File: config.mk
export PLATFORM = sky130hd
export DESIGN_NAME = fetch_sequencer
export DESIGN_NICKNAME = d
export VERILOG_FILES = /design/src/rtl/fetch_sequencer.sv
export SDC_FILE = /design/constraint.sdc
export NUM_CORES = 1
export LEC_CHECK = 0
export CAP_MARGIN = 15
export CORE_MARGIN = 4
export CORE_UTILIZATION = 43
export CTS_BUF_LIST = sky130_fd_sc_hd__clkbuf_8
export DETAILED_ROUTE_END_ITERATION = 12
export GPL_ROUTABILITY_DRIVEN = 0
export PLACE_DENSITY = 0.8
export SYNTH_ARGS = -nofsm -noshare
export SYNTH_HDL_FRONTEND = slang
export SYNTH_SLANG_ARGS = --single-unit
File: constraint.sdc
create_clock -name clk -period 1.6 [get_ports clk]
set_input_delay 0.32 -clock clk [delete_from_list [all_inputs] [get_ports clk]]
set_output_delay 0.32 -clock clk [all_outputs]
set_load 0.05 [all_outputs]
File: src/rtl/fetch_sequencer.sv
// fetch_sequencer: PC/IR sequencer with req/ack instruction fetch; optional `FETCH_SINGLE_STEP_EN` adds a step input.
module fetch_sequencer #(
  parameter int ADDR_W = 4,
  parameter int INSTR_W = 8,
  parameter logic [3:0] HALT_OP = 4'b1111
) (
  input  logic               clk,
  input  logic               reset,
`ifdef FETCH_SINGLE_STEP_EN
  input  logic               step,
`endif
  output logic               imem_req,
  output logic [ADDR_W-1:0]  imem_addr,
  input  logic               imem_ack,
  input  logic [INSTR_W-1:0] imem_rdata,
  output logic [3:0]         opcode,
  output logic [3:0]         imm,
  output logic               instr_valid,
  output logic               zf,
  input  logic               jmp_sel,
  input  logic               reg_en,
  input  logic               alu_zf,
  output logic [ADDR_W-1:0]  pc,
  output logic               halted
);
  typedef enum logic [1:0] {IDLE, FETCH, EXEC, HALT} state_t;
  state_t r_state;
  logic [ADDR_W-1:0] r_pc;
  logic [INSTR_W-1:0] r_ir;
  logic r_zf, r_halted, r_req, r_valid;
  logic w_go, w_ss;
  logic [ADDR_W-1:0] w_next_pc;
`ifdef FETCH_SINGLE_STEP_EN
  assign w_go = step;
  assign w_ss = 1'b1;
`else
  assign w_go = 1'b1;
  assign w_ss = 1'b0;
`endif
  assign w_next_pc = jmp_sel ? ADDR_W'(r_ir[3:0]) : r_pc + ADDR_W'(1);
  assign imem_req = r_req;
  assign imem_addr = r_pc;
  assign pc = r_pc;
  assign opcode = r_ir[INSTR_W-1 -: 4];
  assign imm = r_ir[3:0];
  assign instr_valid = r_valid;
  assign zf = r_zf;
  assign halted = r_halted;
  always_ff @(posedge clk) begin
    if (reset) begin
      r_state <= IDLE;
      r_pc <= '0;
      r_ir <= '0;
      r_zf <= 1'b0;
      r_halted <= 1'b0;
      r_req <= 1'b0;
      r_valid <= 1'b0;
    end else begin
      case (r_state)
        IDLE: if (w_go) begin
          r_state <= FETCH;
          r_req <= 1'b1;
        end
        FETCH: if (imem_ack) begin
          r_ir <= imem_rdata;
          r_state <= EXEC;
          r_req <= 1'b0;
          r_valid <= 1'b1;
        end
        EXEC: begin
          r_valid <= 1'b0;
          if (opcode == HALT_OP) begin
            r_halted <= 1'b1;
            r_state <= HALT;
          end else begin
            r_pc <= w_next_pc;
            r_zf <= reg_en ? alu_zf : r_zf;
            r_state <= w_ss ? IDLE : FETCH;
            r_req <= !w_ss;
          end
        end
        default: r_state <= HALT;
      endcase
    end
  end
endmodule

[Word-level counts from Yosys, hierarchy flattened]
Cells that the tools add are included.
Word-level totals
  flip-flop bits (word level): 18
  latch bits: 0
  memory bits (writable): 0
  bits in read-only memories: 0
  bits of input ports: 14
  output and inout bits: 20
  memories kept: 0
Cells by class
  $add $sub $neg: 1
  multiply operators: 0
  divide/modulo/power cells: 0
  order comparisons: 0
  eq/ne operators: 5
  shifts and indexed selects: 0
  multiplexer cells: 9
  bitwise gates (word level): 1
  reductions and logical operators: 9
Operators with widths (number)
  AND reduction 2 bit: 4
  case mux 2 bit (3 select lines): 1
  AND reduction 3 bit: 2
  adder 4 x 1 -> 4 bit (second input constant): 1
  equality test 4 bit (second input constant): 1
  2-to-1 mux 2 bit: 2
  2-to-1 mux 4 bit: 1
  inequality test 2 bit (second input constant): 2
  2-to-1 mux 1 bit: 3
  case mux 1 bit (3 select lines): 1
  nonzero test 3 bit: 1
  equality test 2 x 1 -> 1 bit (second input constant): 1
  equality test 2 bit (second input constant): 1
  zero test 2 bit: 1
  case mux 1 bit (2 select lines): 1
  nonzero test 2 bit: 1
  NOT 1 bit: 1

[Longest topological paths before layout]
Gate-level depths: netlist of the first run.
  depth in word-level cells: 3
  gate-level depth with buffers: 5
  depth with buffers taken out: 4

[Worst setup path before layout of the first run]
Ideal clock, no wire load.
  kind: register to register
  from: register r_ir[6]
  to: register r_pc[0], in the netlist imem_addr[0]
  setup time: 0.074 ns
  arrival time: 1.473 ns
  setup slack: 0.053 ns
  cell stages (with the launch flop): 5
  cells stage by stage: dfxtp_1 and4_4 buf_6 or4_1 a31oi_1
Between the ends
  word-level cells in the longest chain between the ends: 3
RTL lines
  start, declared: line 29  | logic [INSTR_W-1:0] r_ir;
  start signal, assigned: line 65  | r_ir <= imem_rdata;
  equality test 4 bit: line 72  | if (opcode == HALT_OP) begin
  NOT 1 bit (no line)
  AND reduction 2 bit (no line)
  end signal, assigned: line 76  | r_pc <= w_next_pc;
  end, declared: line 28  | logic [ADDR_W-1:0] r_pc;
Every way passes these cells.
A chain may end at the register's enable or synchronous reset.

[Worst setup path after layout of the first run]
Same ends and word-level chain as after synthesis.

==> results of run 1 <==
routing by layer:
layer  vias to the layer above  wire, um  share of wire [%]
met2                        42       995                 49
li1                        409         -                  -
met4                         0        26                1.3
met3                         4       167                8.2
met1                       373       836                 41
met5                         -         0                  0
cells in the final DEF (no fill, tap or decap), types with 2 or more instances in the layout:
cell             instances
o311ai_0                 2
clkbuf_8                 3
a21oi_1                 14
o41ai_1                  2
nand2b_1                 2
buf_4                   15
dfxtp_1                 18
nor2b_1                  2
nand2_1                 10
buf_12                  12
a31oi_1                  4
nand4_1                  3
nor2_1                   3
clkdlybuf4s50_1         13
inv_1                    4
nand3_1                  9
o21ai_0                  3
logic make-up (layout without fill, tap and decap cells):
logic type	Yosys count	in the layout	share of synthesized area, %
fa+ha+maj	1	1	1.524
compound gates	29	29	21.65
buf+inv	15	47	10.82
flops	18	18	43.90
simple gates	33	33	20.88
mux	1	1	1.220
sequential cells by signal (all words and copies together), names as in the netlist:
register and count:
r_ir 8, imem_addr 4, r_state 2, halted 1, imem_req 1, instr_valid 1, zf 1
worst max-delay path, cell delays in order (launching register included):
cell and delay (ns):
dfxtp_1 0.37, and4_4 0.26, or4_1 0.47, a31oi_1 0.16
per-stage QoR:
stage               hold slack [ns]  instance area [sq um]
floorplan                    0.4702                  820.8
global placement             0.4546                   1261
detailed placement           0.4734                   1261
CTS                          0.4820                   1303
global route                 0.5064                   1303
finish                       0.4795                   1303
area by class of cell:
class,instances,area share (%)
Clock buffer,3,3.170
Inverter,4,1.153
Multi-Input combinational cell,64,28.53
Sequential cell,18,27.67
Tap cell,25,2.402
Timing Repair Buffer,40,37.08
power breakdown:
part           total [uW]  internal [uW]  switching, uW
registers             488            467           21.1
clock network         312            167            145
logic                 224            103            121
total                1020            738            287
final timing paths:
path | slack [ns] | cells after the start | from | to
min reg2reg | 0.48 | 2 | r_ir[3]$_SDFFE_PP0P_ | r_ir[3]$_SDFFE_PP0P_
min | 0.48 | 2 | r_ir[3]$_SDFFE_PP0P_ | r_ir[3]$_SDFFE_PP0P_
max | 0.26 | 3 | r_ir[6]$_SDFFE_PP0P_ | imem_addr[0]$_SDFFE_PP0P_
max reg2reg | 0.26 | 3 | r_ir[6]$_SDFFE_PP0P_ | imem_addr[0]$_SDFFE_PP0P_
==> impl_results.md, run 1 <==
* Fin Setup TNS at 0 ns
* Area occupied by multi-input gates at 371.6 sq um
* Cts repair resizes at 0
* # setup viols final at 0
* Max Clock Skew at 0.004419 ns
* DRT antenna net count at 0
* Pleak at 0.0005025 uW
* I/O pin cnt at 34
* Syn nets at 112
* Synthesis Warnings at 0
* DIE AREA at 0.002672 sq mm
* Critical path class: reg -> reg
* First-pass GRT wire length at 3312 um
* Seq cells post-synth at 18
* Inst Count DP at 151
* Total track usage at 16.42%
* Post-synth EDFFs at 0
* Filler cells at 152
* Register area at 360.3 sq um
* Commonest cells in the netlist: 18 x dfxtp_1, 14 x a21oi_1, 10 x nand2_1
* Finished Core Util at 73.83%
* Drt first pass iters at 4
* Remaining global-route overflow at 0
* Sequential cell area fraction in the yosys report at 43.90%
* DR vias at 828
* Max Buffers Root-to-Sink at 2
* Post-synth top area cell: dfxtp_1
* # port buffers at 33
* Pwr/cell area at 786.6 mW/mm^2
* Syn Std Cell Area at 820.8 sq um
* Max cap viols at 0
* GRT busiest layer: met2
* Most frequent cell after synthesis: dfxtp_1
* WL per Instance at 13.15 um
* Final worst path period need at 1.340 ns
* Synth cell types at 29
* Area of the core at 0.001764 sq mm
* Final net count at 146
* Starting Density at 46.52%
* Synth area leaders: dfxtp_1 44%, a21oi_1 8.5%, nand3_1 5.5%
* Die extent in y at 51.69 um
* Synth Instances at 97
* Drt drc at 0
* Max Fanout on Critical Path at 10
* Worst slew pin tran at 0.3598 ns
* Pre-CTS setup slack at 0.02133 ns
* M3 GR Usage at 5.158%
* Layout Area Growth over Synthesis at 58.69%
* RSZ-0062 raised after global routing: no
* Final worst path period share at 83.78%
* DR iter-0 viols at 17
* Pins Over Slew Limit at 0
* Clock tree sinks at 18
* Total wire length at 2025 um
* Worst ir drop on vdd at 0.6299 mV
* WP data required at 1.78 ns
* WP data arrival at 1.52 ns
* Status: finished clean
* Post-CTS setup buffer count at 0
* Row cnt at 15
* HP Class: reg -> reg
* Total Power at 1025 uW
* Via/cell ratio at 5.377
* Slew headroom at 75.71%
* Top_reg_cell synth: dfxtp_1
* Clk pin slew, worst setup/hold paths at 0.07 ns
* CP Capture Type: register
* Yosys top cell area share at 43.90%
* Non-Filler Instances at 154
* Die X at 51.69 um
* Worst-skew pair later-pin latency at 0.25 ns
* Share of cells above drive strength 1 at 24.03%
* Pin count of the biggest net entering global routing at 16
* CTS tree: done
* Worst setup margin at 0.2595 ns
* Hold-fix buffers at CTS at 0
* Syn Area/Cell at 8.462 sq um
* CTS root buf: clkbuf_8
* Fmax at 746.0 MHz
* Final Hold Vio Count at 0
* Number of clock buffers inserted by TritonCTS at 3
* HPWL Detailed at 1582 um
* Initial antenna violation count at 0
* GR met1 Demand/Resource at 17.70%
* Vias in the first global route at 790
* Ant diodes at 0
* Ys async rst share at 0%
* Critical path launch point type: register
* H-tree depth at 1
* M2 GR Usage at 30.30%
(Power assumes the default switching activity.)
==> run 2, diff against run 1 <==
- CORE_UTILIZATION: 43 -> 39
- PLACE_DENSITY: 0.8 -> 0.77
- clock period: 1.6 -> 1.2 ns (I/O delays scaled with it)
==> run 2 against run 1 <==
Compared with the run above: the flow now finishes with violations (negative setup slack); critical path depth unchanged; final cell count rose by 10%; flip-flop and latch count stayed put; total power is 39% higher; wire length increased by 16%; die area up 8.6%; sequential power increased by 32%; largest cell class unchanged; register-to-register slack got worse by 0.28 ns; first-iteration DRC count down 59%; combinational power rose by 64%.
==> impl_results.md, run 2 (synthesis results as in run 1) <==
* Inst Count DP at 163
* Pins Over Slew Limit at 0
* Filler cells at 118
* Area of the core at 0.001982 sq mm
* Max FFs per register at 8
* Final worst path period need at 1.219 ns
* CTS tree: done
* Crit-path cells: and4_4 -> or4_1 -> a31oi_1
* DRT antenna net count at 0
* Drt first pass iters at 4
* Final Hold Vio Count at 0
* GRT busiest layer: met2
* Largest Register: r_ir
* DR iter-0 viols at 7
* Slew headroom at 78.77%
* CTS root buf: clkbuf_8
* Final worst path period share at 101.6%
* Clk pin slew, worst setup/hold paths at 0.07 ns
* RSZ-0062 raised after global routing: yes
* Failing checks: negative setup slack
* Drt drc at 0
* Worst reg-to-reg path cell count at 3
* WHS Path Cells at 2
* Share of cells above drive strength 1 at 38.46%
* M2 GR Usage at 31.25%
* Max Buffers Root-to-Sink at 2
* Worst slew pin tran at 0.3174 ns
* Most common cell after layout, fill and taps aside: buf_12
* Ant diodes at 0
* Number of clock buffers inserted by TritonCTS at 3
* # setup viols final at 1
* Worst setup margin at -0.01925 ns
* Crit-path slowest cell: or4_1
* Starting Density at 41.41%
* Final net count at 159
* Via/cell ratio at 5.212
* CP Capture Type: register
* WP data arrival at 1.38 ns
* Most frequent cells in the layout: 21 x buf_12, 19 x buf_4, 14 x a21oi_1
* Die X at 53.88 um
* Critical path class: reg -> reg
* R2R setup slack at -0.02 ns
* Worst ir drop on vdd at 0.8011 mV
* Hold WS at 0.5124 ns
* Total wire length at 2359 um
* WL per Instance at 13.88 um
* DIE AREA at 0.002903 sq mm
* I/O pin cnt at 34
* Pin count of the biggest net entering global routing at 16
* M3 GR Usage at 3.047%
* Max Clock Skew at 0.004052 ns
* Fmax at 820.2 MHz
* Finished Core Util at 78.72%
* Pwr/cell area at 911.1 mW/mm^2
* Total track usage at 16.67%
* Status: complete, but fails checks
* HPWL Detailed at 1780 um
* Row cnt at 16
* Layout Area Growth over Synthesis at 90.09%
* Fin Setup TNS at -0.01925 ns
* First-pass GRT wire length at 3588 um
* Max cap viols at 0
* Remaining global-route overflow at 0
* # port buffers at 33
* CP peak stage delay at 0.39 ns
* Initial antenna violation count at 0
* Worst-skew pair later-pin latency at 0.25 ns
* Critical path launch point type: register
* WP data required at 1.36 ns
* Die extent in y at 53.88 um
* Non-Filler Instances at 170
* Hold-fix buffers at CTS at 0
* GR met1 Demand/Resource at 18.69%
* Clock tree sinks at 18
* H-tree depth at 1
* HP Class: reg -> reg
* Max Fanout on Critical Path at 8
* Pleak at 0.0006208 uW
* DR vias at 886
* Vias in the first global route at 854
run 2: cell count changes in the layout (fill, tap and decap cells not counted), moves of 2 or more:
cell / before / now
dfxtp_2: 0 / 2
o311ai_0: 2 / 0
buf_12: 12 / 21
dfxtp_4: 0 / 6
buf_4: 15 / 19
dfxtp_1: 18 / 10
o311ai_1: 0 / 2
run 2: routing by layer:
metal | wire length [um] | vias to the layer above
met3 | 146 | 0
met2 | 1286 | 27
met1 | 926 | 420
met5 | 0 | -
met4 | 0 | 0
li1 | - | 439
run 2: worst paths after layout:
kind,from,to
max,r_ir[7]$_SDFFE_PP0P_,imem_addr[0]$_SDFFE_PP0P_
min,zf$_SDFFE_PP0P_,zf$_SDFFE_PP0P_
max reg2reg,r_ir[7]$_SDFFE_PP0P_,imem_addr[0]$_SDFFE_PP0P_
min reg2reg,zf$_SDFFE_PP0P_,zf$_SDFFE_PP0P_
run 2: final cells by class:
type	instances	area, sq um	share of cell area [%]
clock inverter	1	3.754	0.2406
clock buffer	3	41.29	2.646
sequential	18	385.4	24.70
timing repair buffer	53	691.9	44.35
inverter	4	15.01	0.9623
tap	27	33.78	2.165
multi-input combinational	64	389.1	24.94
run 2: through the flow:
step                worst slack (ns)  instance area, sq um  power [uW]
floorplan                    -0.1256                 844.6       811.8
global placement             -0.3067                  1463        1005
detailed placement           -0.3502                  1463        1012
CTS                         -0.01820                  1506        1422
global route                -0.07484                  1560        1485
finish                      -0.01925                  1560        1422
run 2: worst max-delay path: cells and delay by family (launching register included):
kind               cells  cell delay, ns
and+or+nand+nor        2            0.61
DFF                    1            0.34
AOI/OAI and AO/OA      1            0.18
run 2: report_power, final:
part / leakage, uW / internal [uW] / total [uW] / switching [uW]
Combinational: 0.000442 / 188 / 367 / 179
Sequential: 0.000152 / 616 / 643 / 26.5
Clock: 0.0000269 / 227 / 411 / 185
Total: 0.000621 / 1030 / 1420 / 391
run 2: repair_timing:
action | CTS | global route
pin swaps | 0 | 6
buffers inserted | 0 | 3
setup endpoints to repair | 2 | 10
resized for setup | 1 | 6
==> run 3, diff against run 2 <==
- SLEW_MARGIN: unset -> 20
==> results of run 3 <==
The final DEF is identical to that of run 2; final timing and power are the same.
